### src/rtl/uart_rx_fifo.sv
// -----------------------------------------------------------------------------
// uart_rx_fifo
//   UART receiver with a first-word-fall-through receive FIFO.
//   Frame is 8N1, LSB first. With UART_PARITY_EN defined the frame becomes 8E1
//   (an even-parity bit follows D7 and is checked before the byte is kept).
//   The line is double-synchronised. The start bit is re-checked at mid-bit, and
//   every later bit is sampled one bit-period after the previous sample.
//
// Optional feature macro: UART_PARITY_EN
//
// Ports
//   Clock        in   system clock, all logic on posedge
//   Reset        in   synchronous, active-low
//   BaudRate     in   0 = CPB_SLOW, 1 = CPB_FAST clocks per bit (latched at start)
//   RxDataIn     in   asynchronous serial line, idle high
//   RxRead       in   pop FIFO head (ignored while RxValid = 0)
//   ErrClear     in   clears sticky RxOverflow
//   RxDataOut    out  FIFO head byte (0 while empty)
//   RxValid      out  FIFO not empty
//   RxCount      out  FIFO occupancy, 0..FIFO_DEPTH
//   RxFrameErr   out  1-cycle pulse, stop bit sampled low
//   RxParityErr  out  1-cycle pulse, parity mismatch (constant 0 without parity)
//   RxOverflow   out  sticky, a good byte was dropped because the FIFO was full
//   DbgState     out  current receiver state encoding (debug observation)
//
// Read handshake: RxValid is the valid, RxRead is the ready. A byte is
// transferred on every posedge where RxValid && RxRead. The head then advances
// and RxDataOut shows the next byte in the following cycle.
// -----------------------------------------------------------------------------
module uart_rx_fifo #(
  parameter int CPB_SLOW   = 1042,
  parameter int CPB_FAST   = 521,
  parameter int FIFO_DEPTH = 8,
  parameter int CNT_W      = 11
) (
  input  logic                        Clock,
  input  logic                        Reset,
  input  logic                        BaudRate,
  input  logic                        RxDataIn,
  input  logic                        RxRead,
  input  logic                        ErrClear,
  output logic [7:0]                  RxDataOut,
  output logic                        RxValid,
  output logic [$clog2(FIFO_DEPTH):0] RxCount,
  output logic                        RxFrameErr,
  output logic                        RxParityErr,
  output logic                        RxOverflow,
  output logic [2:0]                  DbgState
);

  localparam int AW = $clog2(FIFO_DEPTH);

  typedef enum logic [2:0] {
    S_IDLE   = 3'd0,
    S_START  = 3'd1,
    S_DATA   = 3'd2,
    S_PARITY = 3'd3,
    S_STOP   = 3'd4,
    S_BREAK  = 3'd5
  } state_t;

  state_t           state_q, state_d;
  logic             sync1_q, sync2_q, line;
  logic [CNT_W-1:0] cpb_q, cnt_q;
  logic [2:0]       idx_q;
  logic [7:0]       shift_q;
  logic             half_hit, bit_hit;
  logic             cnt_clr, push, frame_err, parity_bad;

  // Two-flop synchroniser; resets to the idle (high) level so that leaving
  // reset never looks like a start bit.
  always_ff @(posedge Clock) begin
    if (!Reset) begin
      sync1_q <= 1'b1;
      sync2_q <= 1'b1;
    end else begin
      sync1_q <= RxDataIn;
      sync2_q <= sync1_q;
    end
  end
  assign line = sync2_q;

  assign half_hit = (cnt_q == (cpb_q >> 1) - CNT_W'(1));
  assign bit_hit  = (cnt_q == cpb_q - CNT_W'(1));

  // State register
  always_ff @(posedge Clock) begin
    if (!Reset) state_q <= S_IDLE;
    else        state_q <= state_d;
  end

  // Next-state logic
  always_comb begin
    state_d = state_q;
    case (state_q)
      S_IDLE:  if (!line) state_d = S_START;
      // A high line at mid start bit was only a glitch: drop back silently.
      S_START: if (half_hit) state_d = line ? S_IDLE : S_DATA;
      S_DATA:  if (bit_hit && idx_q == 3'd7) begin
`ifdef UART_PARITY_EN
        state_d = S_PARITY;
`else
        state_d = S_STOP;
`endif
      end
`ifdef UART_PARITY_EN
      S_PARITY: if (bit_hit) state_d = S_STOP;
`endif
      // Deciding at mid stop bit leaves half a bit to catch a following start.
      S_STOP:  if (bit_hit) state_d = line ? S_IDLE : S_BREAK;
      // Held-low line: stay here so that a break gives a single frame error.
      S_BREAK: if (line) state_d = S_IDLE;
      default: state_d = S_IDLE;
    endcase
  end

  // Output / control logic
  always_comb begin
    push      = 1'b0;
    frame_err = 1'b0;
    // The bit counter restarts on every state change and after each data bit.
    cnt_clr   = (state_d != state_q) || (state_q == S_DATA && bit_hit) ||
                (state_q == S_IDLE) || (state_q == S_BREAK);
    if (state_q == S_STOP && bit_hit) begin
      if (!line)            frame_err = 1'b1;
      else if (!parity_bad) push      = 1'b1;
    end
  end

  assign DbgState = state_q;

  // Receive datapath
  always_ff @(posedge Clock) begin
    if (!Reset) begin
      cpb_q      <= '0;
      cnt_q      <= '0;
      idx_q      <= '0;
      shift_q    <= '0;
      RxFrameErr <= 1'b0;
    end else begin
      RxFrameErr <= frame_err;
      // Rate is captured once per frame; later BaudRate changes wait for IDLE.
      if (state_q == S_IDLE && !line)
        cpb_q <= BaudRate ? CNT_W'(CPB_FAST) : CNT_W'(CPB_SLOW);
      cnt_q <= cnt_clr ? '0 : cnt_q + CNT_W'(1);
      if (state_q == S_START) idx_q <= '0;
      if (state_q == S_DATA && bit_hit) begin
        idx_q   <= idx_q + 3'd1;
        shift_q <= {line, shift_q[7:1]};  // LSB first: D0 ends in bit 0
      end
    end
  end

`ifdef UART_PARITY_EN
  logic par_q;
  always_ff @(posedge Clock) begin
    if (!Reset) begin
      par_q       <= 1'b0;
      RxParityErr <= 1'b0;
    end else begin
      if (state_q == S_PARITY && bit_hit) par_q <= line;
      // A framing error takes precedence over a parity error.
      RxParityErr <= (state_q == S_STOP) && bit_hit && line && parity_bad;
    end
  end
  // Even parity: data bits plus parity bit must XOR to zero.
  assign parity_bad = ^{shift_q, par_q};
`else
  assign parity_bad  = 1'b0;
  assign RxParityErr = 1'b0;
`endif

  // Receive FIFO
  logic [7:0]    mem_q [FIFO_DEPTH];
  logic [AW-1:0] wr_ptr_q, rd_ptr_q;
  logic [AW:0]   count_q;
  logic          fifo_full, do_pop, do_push;

  assign fifo_full = (count_q == (AW+1)'(FIFO_DEPTH));
  assign do_pop    = RxRead && RxValid;
  // When full, a same-cycle pop frees the slot the push needs.
  assign do_push   = push && (!fifo_full || do_pop);

  always_ff @(posedge Clock) begin
    if (do_push) mem_q[wr_ptr_q] <= shift_q;
  end

  always_ff @(posedge Clock) begin
    if (!Reset) begin
      wr_ptr_q   <= '0;
      rd_ptr_q   <= '0;
      count_q    <= '0;
      RxOverflow <= 1'b0;
    end else begin
      if (do_push) wr_ptr_q <= wr_ptr_q + AW'(1);
      if (do_pop)  rd_ptr_q <= rd_ptr_q + AW'(1);
      case ({do_push, do_pop})
        2'b10:   count_q <= count_q + (AW+1)'(1);
        2'b01:   count_q <= count_q - (AW+1)'(1);
        default: count_q <= count_q;
      endcase
      // A new overflow wins over a coincident clear.
      if (push && fifo_full && !do_pop) RxOverflow <= 1'b1;
      else if (ErrClear)                RxOverflow <= 1'b0;
    end
  end

  assign RxValid   = (count_q != '0);
  assign RxCount   = count_q;
  assign RxDataOut = RxValid ? mem_q[rd_ptr_q] : 8'h00;

endmodule

### config.mk
export PLATFORM = sky130hd
export DESIGN_NAME = uart_rx_fifo
export DESIGN_NICKNAME = d
export VERILOG_FILES = /design/src/rtl/uart_rx_fifo.sv
export SDC_FILE = /design/constraint.sdc
export NUM_CORES = 1
export LEC_CHECK = 0
export ABC_AREA = 1
export CAP_MARGIN = 40
export CORE_MARGIN = 4
export CORE_UTILIZATION = 55
export CTS_BUF_LIST = sky130_fd_sc_hd__clkbuf_4
export CTS_CLUSTER_SIZE = 28
export DETAILED_ROUTE_END_ITERATION = 6
export PLACE_DENSITY = 0.8
export SYNTH_ARGS = -nofsm -noshare
export SYNTH_HDL_FRONTEND = slang
export SYNTH_SLANG_ARGS = --single-unit
### constraint.sdc
create_clock -name Clock -period 2.8 [get_ports Clock]
set_clock_uncertainty 0.2 [all_clocks]
set_input_delay 0.84 -clock Clock [delete_from_list [all_inputs] [get_ports Clock]]
set_output_delay 0.84 -clock Clock [all_outputs]
set_load 0.005 [all_outputs]
==> flow_summary.yaml <==
global_routing:
  grt_pass1_wl_um: 17300
  grt_use_total_pct: 20.9
  grt-ovfl-total: 0
  grt_pass1_vias: 3728
  antenna_found_initial: 0
  grt_start_max_net_pins: 22
final_layout:
  post-route-util_pct: 68.2
  seq_area_um2: 2820
  multiInputGateArea_um2: 2100
  n_antenna_cell: 0
  finish.net_count: 624
  final_area_um2: 6010
  syn2layout_area_growth_pct: 19.8
  drive_gt1_share_pct: 22.5
  fillerInstances: 626
min_path:
  hold-path-cell-count: 1
  hold_start: "sync1_q"
  hold_class: "reg -> reg"
  min_to: "line"
placement:
  io_buffer_count: 23
  placed_cell_area_um2: 5600
  dp_slack_ns: -0.0915
  hpwlAfterDp_um: 7660
  place_congestion: 0.940
yosys:
  synth_area_leader_cell: "edfxtp_1"
  yosys_most_used_dff: "edfxtp_1"
  synth.top_cell.area_share_pct: 38.3
  synth_cell_types: 39
  async_flop_share_pct: 0
  synth_seq_cells: 108
  syn-mean-instance-area_um2: 9.24
  synth_area_um2: 5010
  yosysMostFrequentCell: "nor2_1"
  yosysWarnings: 0
  ys_seq_area_share_pct: 55.9
  synth_nets: 562
  synth_cells: 543
  synth_area_leaders: "edfxtp_1 38%, dfxtp_1 18%, nor2_1 7.0%"
  synthTopCellsByCount: "93 x nor2_1, 73 x nand2_1, 64 x edfxtp_1"
  synth-edff-count: 64
floorplan:
  dieArea_um2: 10700
  io_pins: 25
  rows: 34
  initial_utilization_pct: 56.9
  core_um2: 8810
  fp.dieH_um: 103
  die_width_um: 103
flow_run:
  drv_cap: 0
clocking:
  clk_path_buf_depth: 2
  cts.sinks: 108
  htree_num_levels: 3
  cts_tree: "yes"
  cts_buffers: 9
  insertion_delay_ns: 0.45
  clkTransAtPathRegs_ns: 0.19
  cts_hold_buffers: 0
  clk_root_buffer_cell: "clkbuf_4"
worst_setup_path:
  worstSetupStartpointType: "flip-flop"
  reg2regPathDepth: 20
  cp_data_arrival_time_ns: 1.80
  critPathKind: "reg -> out"
  r2r_end: "RxCount[3]"
  r2r_slack_ns: 0.12
  crit_fanout: 7
  end_kind: "output pin"
  r2r-start: "cpb_q[9]"
  cp_data_required_time_ns: 1.76
timing:
  fin_crit_ns: 2.84
  finalCritPeriodShare_pct: 101
  setup_viol: 2
  slew_violations: 0
  grt_setup_unrepaired: "true"
  setup_slack_ns: -0.0401
  hold_viol: 0
  max_freq_mhz: 352
  setup-tns-final_ns: -0.0570
route:
  via_count: 3968
  antenna_left: 0
  drc_errors: 0
  drt-pass1-iter-count: 5
  first_iter_violations: 250
  wl_um: 11200
  wire_per_inst_um: 15.6
  routed_via_density: 5.53
power_and_ir_drop:
  p_leak_nw: 2.42
  pwr_density_cell_nw_per_um2: 669
  worst_ir_drop_vdd_uv: 306
  finalPower_mw: 4.02
run_status:
  violations: "negative setup slack"
  status: "finished with violations"
==> how the worst max path moves through the flow <==
| stage | end | startpoint |
|---|---|---|
| after floorplan | mem_q[1][0] | cpb_q[9] |
| after global placement | mem_q[1][6] | cpb_q[4] |
| after detailed placement | RxDataOut[1] | flip-flop |
| after CTS | RxDataOut[6] | flip-flop |
| after global routing | RxDataOut[0] | flip-flop |
| final | RxDataOut[5] | flip-flop |
==> where the power goes <==
group	total (mW)	leakage [nW]	switching, mW	internal [mW]
registers	1.79	1.09	0.0654	1.72
clock network	0.768	0.0741	0.555	0.213
logic	1.46	1.26	0.772	0.689
total	4.02	2.42	1.39	2.63
==> cell families (layout without fill, tap and decap cells) <==
kind of cell,after synthesis,count (layout),share of synthesized area [%]
simple gates,237,237,21.3
flops,108,108,55.9
xor+xnor,19,19,3.47
compound gates,95,95,10.2
fa+ha+maj,13,13,3.39
other cells,1,1,0.0748
buf+inv,70,137,5.66
==> state kept, by name, indices dropped and copies added (netlist names), 2 cells and up, named ones only <==
name	cells
idx_q	3
RxCount	4
rd_ptr_q	3
DbgState	3
shift_q	8
wr_ptr_q	3
cpb_q	2
mem_q	64
cnt_q	11
==> layout by cell type (no fill, tap or decap), types with 4 or more instances in the layout <==
cell	netlist	layout
dfxtp_1	44	38
o22ai_1	8	4
nor3_1	20	16
inv_2	1	7
buf_4	2	39
xor2_1	13	13
xnor2_1	5	5
nor2_4	5	8
dfxtp_2	0	4
nand4_1	6	6
nor2_1	93	86
nor3_2	0	4
o21ai_1	0	17
nand2_2	3	9
clkdlybuf4s50_1	0	14
o22ai_2	0	4
inv_1	49	42
nand3_1	25	24
clkbuf_4	0	9
nand2_1	73	67
o21ai_2	0	7
buf_2	5	7
nor2_2	1	5
a31oi_1	8	8
ha_1	12	8
edfxtp_1	64	64
a21oi_1	21	19
o21ai_0	52	28
==> per-stage QoR <==
stage	cells	hold slack [ns]
2_1_floorplan	543	0.193
3_5_place_dp	695	0.198
4_1_cts	713	0.237
5_1_grt	718	0.277
3_3_place_gp	695	0.198
6_report	718	0.235
==> layout make-up <==
cell class              count  area share (%)
repair buffers             71            10.4
well taps                 108            2.25
flip-flops and latches    108            46.9
multi-input cells         365            35.0
clock buffers               9            1.13
clock inverters             7            1.21
inverters                  50            3.17
==> layer usage <==
layer  vias to the layer above  track usage (%)  routed length, um
li1                       1958                -                  -
met1                      1852             27.4               4800
met2                       141             35.2               5500
met3                        17             3.49                645
met4                         0             7.17                233
met5                         -                0                  0
==> repair_timing <==
item	CTS	global route
pin swaps	9	24
endpoints found under the setup margin	13	75
cloned	0	2
buffers inserted	2	5
resized for setup	65	55
==> critical path, stage by stage (launching register included) <==
cell and delay [ns]:
dfxtp_4 0.42, buf_12 0.14, buf_4 0.15, nor2_4 0.10, o22ai_2 0.07, o21ai_2 0.25, a31oi_1 0.07, buf_2 0.13
Note: power is estimated with default switching activity, not from simulation.
